==> src/rtl/regfile_wb_arbiter.sv <==
// regfile_wb_arbiter
//   Shares the single register-file write port between the main pipeline
//   writeback (source A) and the multi-cycle unit (source B). It also keeps a
//   busy scoreboard of destinations reserved by in-flight multi-cycle ops and
//   raises decode-stage read hazards.
//
// Ports
//   CLK, RST_N                  clock (rising edge), async active-low reset
//   a_valid/a_reg/a_data        source A write request
//   a_ready                     source A granted this cycle (combinational)
//   b_valid/b_reg/b_data        source B write request
//   b_ready                     source B granted this cycle (combinational)
//   rsv_valid/rsv_reg           reserve a destination for a multi-cycle op
//   read1/read2                 decode-stage source indices
//   hazard1/hazard2             read1/read2 must stall (combinational)
//   RegWrite/wrreg/wrdata       registered register-file write port
//   busy                        scoreboard vector (debug)
module regfile_wb_arbiter #(
    parameter int NREG = 32,
    parameter int AW   = 5,
    parameter int DW   = 32
) (
    input  logic            CLK,
    input  logic            RST_N,
    input  logic            a_valid,
    input  logic [AW-1:0]   a_reg,
    input  logic [DW-1:0]   a_data,
    output logic            a_ready,
    input  logic            b_valid,
    input  logic [AW-1:0]   b_reg,
    input  logic [DW-1:0]   b_data,
    output logic            b_ready,
    input  logic            rsv_valid,
    input  logic [AW-1:0]   rsv_reg,
    input  logic [AW-1:0]   read1,
    input  logic [AW-1:0]   read2,
    output logic            hazard1,
    output logic            hazard2,
    output logic            RegWrite,
    output logic [AW-1:0]   wrreg,
    output logic [DW-1:0]   wrdata,
    output logic [NREG-1:0] busy
);

    typedef enum logic {SRC_A = 1'b0, SRC_B = 1'b1} src_e;

    src_e            last_q, last_d;
    logic            we_q, we_d;
    logic [AW-1:0]   wrreg_q, wrreg_d;
    logic [DW-1:0]   wrdata_q, wrdata_d;
    logic [NREG-1:0] busy_q, busy_d;

    logic            grant_a, grant_b;

    // Same destination on both sides: B (older result) goes first so that
    // A's younger value is the one left in the register file.
    always_comb begin
        grant_a = 1'b0;
        grant_b = 1'b0;
        if (a_valid && b_valid) begin
            if (a_reg == b_reg)        grant_b = 1'b1;
            else if (last_q == SRC_B)  grant_a = 1'b1;
            else                       grant_b = 1'b1;
        end else begin
            grant_a = a_valid;
            grant_b = b_valid;
        end
    end

    assign a_ready = grant_a;
    assign b_ready = grant_b;

    // Output stage and round-robin pointer
    always_comb begin
        last_d   = last_q;
        we_d     = 1'b0;
        wrreg_d  = wrreg_q;
        wrdata_d = wrdata_q;
        if (grant_a) begin
            last_d   = SRC_A;
            we_d     = (a_reg != '0);
            wrreg_d  = a_reg;
            wrdata_d = a_data;
        end else if (grant_b) begin
            last_d   = SRC_B;
            we_d     = (b_reg != '0);
            wrreg_d  = b_reg;
            wrdata_d = b_data;
        end
    end

    // Scoreboard: a new reservation wins over a same-cycle release, and
    // entry 0 never becomes busy.
    always_comb begin
        busy_d    = '0;
        for (int i = 1; i < NREG; i++) begin
            busy_d[i] = (rsv_valid && (rsv_reg == AW'(i))) ||
                        (busy_q[i] && !(grant_b && (b_reg == AW'(i))));
        end
    end

    always_ff @(posedge CLK or negedge RST_N) begin
        if (!RST_N) begin
            last_q   <= SRC_B;
            we_q     <= 1'b0;
            wrreg_q  <= '0;
            wrdata_q <= '0;
            busy_q   <= '0;
        end else begin
            last_q   <= last_d;
            we_q     <= we_d;
            wrreg_q  <= wrreg_d;
            wrdata_q <= wrdata_d;
            busy_q   <= busy_d;
        end
    end

    assign RegWrite = we_q;
    assign wrreg    = wrreg_q;
    assign wrdata   = wrdata_q;
    assign busy     = busy_q;

    // The write currently presented commits only at the end of this cycle,
    // so a matching read must still stall.
    assign hazard1 = (read1 != '0) && (busy_q[read1] || (we_q && wrreg_q == read1));
    assign hazard2 = (read2 != '0) && (busy_q[read2] || (we_q && wrreg_q == read2));

endmodule
==> config.mk <==
export PLATFORM = sky130hd
export DESIGN_NAME = regfile_wb_arbiter
export DESIGN_NICKNAME = d
export VERILOG_FILES = /design/src/rtl/regfile_wb_arbiter.sv
export SDC_FILE = /design/constraint.sdc
export NUM_CORES = 1
export LEC_CHECK = 0
export ABC_CLOCK_PERIOD_IN_PS = 2860
export CORE_MARGIN = 2
export CORE_UTILIZATION = 47
export CTS_CLUSTER_SIZE = 12
export DETAILED_ROUTE_END_ITERATION = 16
export PLACE_DENSITY = 0.87
export SLEW_MARGIN = 30
export SYNTH_ARGS = -nofsm -noshare
export SYNTH_HDL_FRONTEND = slang
export SYNTH_SLANG_ARGS = --single-unit
==> constraint.sdc <==
create_clock -name CLK -period 2.86 [get_ports CLK]
set_clock_uncertainty 0.05 [all_clocks]
set_input_delay 0.286 -clock CLK [delete_from_list [all_inputs] [get_ports CLK]]
set_output_delay 0.286 -clock CLK [all_outputs]
set_load 0.005 [all_outputs]
# Word level (Yosys, flattened, before mapping)
# Cells that the tools add are included.
dict set report word_totals {
  register_bits 70
  in_bits 94
  output_inout_bits 74
  elab_cells 257
}
dict set report classes {
  order_cmp 2
  eq_ne 65
  mux 18
  n_reduce_logical 167
}
# cell n
set op_table {}
lappend op_table {{5-bit == test, second input constant} 32}
lappend op_table {{1-bit logical AND} 98}
lappend op_table {{5-bit by 4-bit == test with 1-bit output, second input constant} 16}
lappend op_table {{32-bit 2-to-1 mux} 2}
lappend op_table {{5-bit by 3-bit == test with 1-bit output, second input constant} 8}
lappend op_table {{1-bit logical OR} 33}
lappend op_table {{1-bit zero test} 31}
lappend op_table {{5-bit by 2-bit == test with 1-bit output, second input constant} 4}
lappend op_table {{5-bit nonzero test} 4}
lappend op_table {{5-bit == test} 3}
lappend op_table {{5-bit by 6-bit < comparator with 1-bit output, second input constant} 2}
lappend op_table {{1-bit 2-to-1 mux} 12}
lappend op_table {{1-bit binary-select mux with 5-bit select} 2}
lappend op_table {{5-bit by 1-bit == test with 1-bit output, second input constant} 2}
lappend op_table {{5-bit 2-to-1 mux} 2}
lappend op_table {{2-bit nonzero test} 1}

# Longest topological paths before layout
dict set report depth {
  ltp_word 7
  depth_mapped 7
  mapped_depth_nobuf 5
}

# Worst setup path after synthesis
# OpenSTA, ideal clock, no wires.
dict set report synth_timing {
  path_type {input -> output}
  from {input port read1[0]}
  to {output port hazard1}
  arrival_time_ps 1595
  required_time_ps 2524
  setup_slack_ps 929
  path_stages 6
  path_buffers 1
  cell_sequence {buf_2 mux4_2 a21oi_1 o31ai_1 a211oi_1 a21oi_1}
}
dict set report synth_via {
  elab_chain_len 4
  elab_cells_between_ends 7
  classes_between {eq/ne: 1; mux: 2; reduce/logical: 4}
}
# element line
set synth_lines {}
lappend synth_lines {{start, declared} 35} ;# input logic [AW-1:0] read1,
lappend synth_lines {{1-bit binary-select mux with 5-bit select / 5-bit == test (equally long branches)} 125} ;# assign hazard1 = (read1 != '0) && (busy_q[read1] || (we_q && wrreg_q == read1));
lappend synth_lines {{1-bit 2-to-1 mux (not written as such) / 1-bit logical AND (equally long branches)} 125}
lappend synth_lines {{1-bit logical OR} 125}
lappend synth_lines {{1-bit logical AND *} 125}
lappend synth_lines {{end, declared} 37} ;# output logic hazard1,
# Every way passes the cells marked *; elsewhere a longest branch is shown, timed or not. The select of a mux whose other input is x is not followed.

# Worst setup path in the final report
dict set report layout_timing {
  from {input port read2[0]}
  to {output port hazard2}
}
dict set report layout_via {
  elab_chain_len 4
  elab_cells_between_ends 7
  classes_between {eq/ne: 1; mux: 2; reduce/logical: 4}
}
# element line
set layout_lines {}
lappend layout_lines {{start, declared} 36} ;# input logic [AW-1:0] read2,
lappend layout_lines {{1-bit binary-select mux with 5-bit select / 5-bit == test (equally long branches)} 126} ;# assign hazard2 = (read2 != '0) && (busy_q[read2] || (we_q && wrreg_q == read2));
lappend layout_lines {{1-bit 2-to-1 mux (not written as such) / 1-bit logical AND (equally long branches)} 126}
lappend layout_lines {{1-bit logical OR} 126}
lappend layout_lines {{1-bit logical AND *} 126}
lappend layout_lines {{end, declared} 38} ;# output logic hazard2,
# Marked as above.

==> run summary <==
The worst register-to-register path has a depth of 6. Final hold analysis gives a worst-case slack of 454 ps. Leading cell type in the layout, fill and taps excluded: clkdlybuf4s50_1. In the layout the commonest cells are 165 x clkdlybuf4s50_1, 69 x dfrtp_1, 45 x a21oi_1, 37 x a221o_1, 34 x and2_1. At the end of routability-driven placement, the weighted congestion stood at 0.997. STA classifies the critical path endpoint as a primary output.

Synthesis produced a netlist whose cell count is 390. The tools report the count of final max-slew check failures as 0. The cell area that synthesis handed to floorplanning was 0.00407 sq mm. The clock-pin slew on the worst setup and hold paths is 80 ps.

In the routed design, unresolved DRC markers number 0. The hold violation count in the final report is 0, and the TritonCTS buffer count is 9. 168 I/O pins were placed.

The initial antenna violation count was 0; the total power divided by cell area was 562 mW/mm^2. The maximum ir drop on the vdd rail was 0.341 mV; the final clock period utilization by the worst path was 98.5%. After synthesis, the mean cell area works out to 10.4 sq um.

After layout, the minimum clock period comes to 2820 ps. After detailed routing, the number of vias per cell comes to 6.31. Once the clock tree was built, the resizer swapped 0 gates to a different size.

The root buffer cell chosen for the clock tree is clkbuf_8. The net count of the finished layout is 649. TritonCTS built the clock tree.

Dividing the detail-routed wire length by the instance count gives 22.2 um. From left edge to right edge, the die measures 97.1 um. Across the run, the number of max-cap violations was 0. In this run the worst path has a maximum fanout of 6.

The area after detailed placement is 0.00590 sq mm. For this block, the via count after detailed routing is 4197. Arrival time at the worst endpoint: 2480 ps. The worst hold path stage count came out at 2.

In this run the deepest clock path goes through 2 buffers. The tools report the pin count of the biggest net entering global routing as 40. The tools report the total wire length as 14.8 mm. Cells with a size suffix above 1 make up 11.3% of the layout.

The initialized floorplan defines 33 standard-cell rows. After floorplanning, the core was sized to cover 0.00830 sq mm. dfrtp_1 takes more of the synthesized area than any other cell. The logs give 70 for the count of clock tree sinks and 0 for the antenna cell count. Summed over all nets, the half-perimeter wirelength after detailed placement is 11.0 mm. The number of nets in the synthesized netlist came out at 484.

The final-layout fill cell count was 568; the area growth from synthesis to layout was 51.2%. The kind of critical path was in2out. Transition time of the tightest slew-check pin: 739 ps.

The number of flops mapped to enable cells by yosys came out at 0. Sorting the synthesized cells by area gives the leading types as dfrtp_1 42%, a221o_1 9.1%, mux4_2 6.6%. The die outline height is 97.1 um. The tools report the register area share after synthesis as 43.1%.

The clock tree synthesis step divided the H-tree into 3 levels. Critical path launch point type: a primary input. The total of flip-flops plus latches after synthesis is 70, and the detailed-router iteration count before antenna repair is 5. The run gives 50.7% as the worst slew slack as a fraction of its limit. The logs give 0.00213 sq mm for the area of the multi-input gates and 329 for the number of violations reported at the end of detailed-routing iteration 0. The post-route standard cell area excluding fillers is 0.00616 sq mm, and the post-layout utilization of the core is 74.2%. The first global-routing pass estimated 23.2 mm of wire. Yosys mapped the design onto 47 distinct sky130hd cell types. The die outline area is 0.00942 sq mm, and the number of warnings printed during yosys synthesis is 0. Timing-limited maximum frequency: 355 MHz.

After routing, the total negative slack on setup checks comes to 0 ps. The run gives 0 as the leftover overflow at the end of global routing. The post-detailed-route count of antenna-violating nets was 0; the share of async-settable or async-resettable flops after synthesis was 100%.

Class of the most critical hold timing path: reg2reg. The tools report the setup violation total in the final timing report as 0. Global routing used 31.0% of the available tracks. Summing all flip-flop and latch instances after layout gives 0.00175 sq mm. The later pin in the worst-skew pair is clocked with a latency of 350 ps.

Most used flip-flop cell after synthesis: dfrtp_1. Required time of the critical path: 2520 ps. The reported leakage power came out at 2.47 nW.

The area share of the largest cell type after synthesis is 42.4%, and the initial cell density of the core is 49.0%. The tools report the number of global-route vias before repair as 4176. The count of port buffers added during placement is 166. The flow ran to the end, and the final reports show no timing, DRC or antenna violations.
-- power breakdown --
part	internal, mW	leakage (nW)	switching (mW)
clock network	0.494	0.109	0.407
logic	0.719	1.53	0.431
registers	1.17	0.839	0.237
-- flip-flops by register name, summed over array words and instances (netlist names) --
name      cells
wrreg         5
last_q        1
busy         31
wrdata       32
RegWrite      1
-- per-layer routing --
| metal | vias up | global-route usage [%] | wire (um) |
|---|---|---|---|
| li1 | 1838 | - | - |
| met1 | 2061 | 39.5 | 5650 |
| met2 | 266 | 51.9 | 7370 |
| met3 | 32 | 6.33 | 1340 |
| met4 | 0 | 12.4 | 418 |
| met5 | - | 0 | 0 |
-- critical path: stages --
cell	delay, ps
clkdlybuf4s50_1	510
buf_12	140
mux4_2	510
nor3b_1	170
nor4_1	320
a31oi_1	80
clkdlybuf4s50_1	460
-- layout make-up --
cell class | instances | share of cell area, %
Timing Repair Buffer | 191 | 30.8
Inverter | 7 | 0.427
Multi-Input combinational cell | 276 | 34.5
Sequential cell | 70 | 28.5
Clock buffer | 9 | 2.01
Clock inverter | 7 | 1.61
Tap cell | 105 | 2.13
-- synthesized netlist by cell type (all sizes together), types with 2 or more instances --
master / instances
a211oi: 18
a21o: 2
a21oi: 45
a221o: 37
a22o: 6
a311oi: 6
a31oi: 8
and2: 34
and3: 3
buf: 18
clkbuf: 19
dfrtp: 69
inv: 6
mux2i: 11
mux4: 12
nand2: 15
nand3: 3
nand3b: 4
nor2: 13
nor2b: 7
nor3: 8
nor4: 2
o211a: 2
o31ai: 3
o41ai: 2
or3b: 2
or4: 8
xnor2: 7
xor2: 7
-- path summary, 6_finish.rpt --
check	start	endpoint	slack, ps
max in group asynchronous	RST_N	last_q$_DFFE_PN1P_	1560
min in group asynchronous	RST_N	busy[29]$_DFF_PN0_	480
max	read2[0]	hazard2	40
min	last_q$_DFFE_PN1P_	last_q$_DFFE_PN1P_	450
max reg2reg	last_q$_DFFE_PN1P_	wrreg[1]$_DFFE_PN0P_	1020
min reg2reg	last_q$_DFFE_PN1P_	last_q$_DFFE_PN1P_	450
-- repair_timing --
item / 4_1_cts / 5_1_grt
setup endpoints to repair: 0 / 1
hold buffers: 1 / 0
hold endpoints to repair: 31 / 0
setup buffers: 0 / 1
-- cells by family (layout without fill, tap and decap cells) --
logic type      after synthesis  count (layout)  share of synthesized area [%]
other cells                   1               1                         0.0921
buf+inv                      44             214                           4.89
compound gates              133             133                           24.5
mux                          23              23                           9.35
xor+xnor                     14              14                           3.01
flops                        70              70                           43.1
simple gates                105             105                           15.1
-- stage by stage --
stage / power [mW] / setup WS [ps] / instances
3_3_place_gp: 2.51 / 72.1 / 647
6_report: 3.46 / 42.9 / 665
5_1_grt: 3.59 / -29.7 / 665
2_1_floorplan: 1.79 / 929 / 390
4_1_cts: 3.43 / 52.7 / 664
3_5_place_dp: 2.54 / 60.5 / 647
Power figures use the tool's default switching activity.
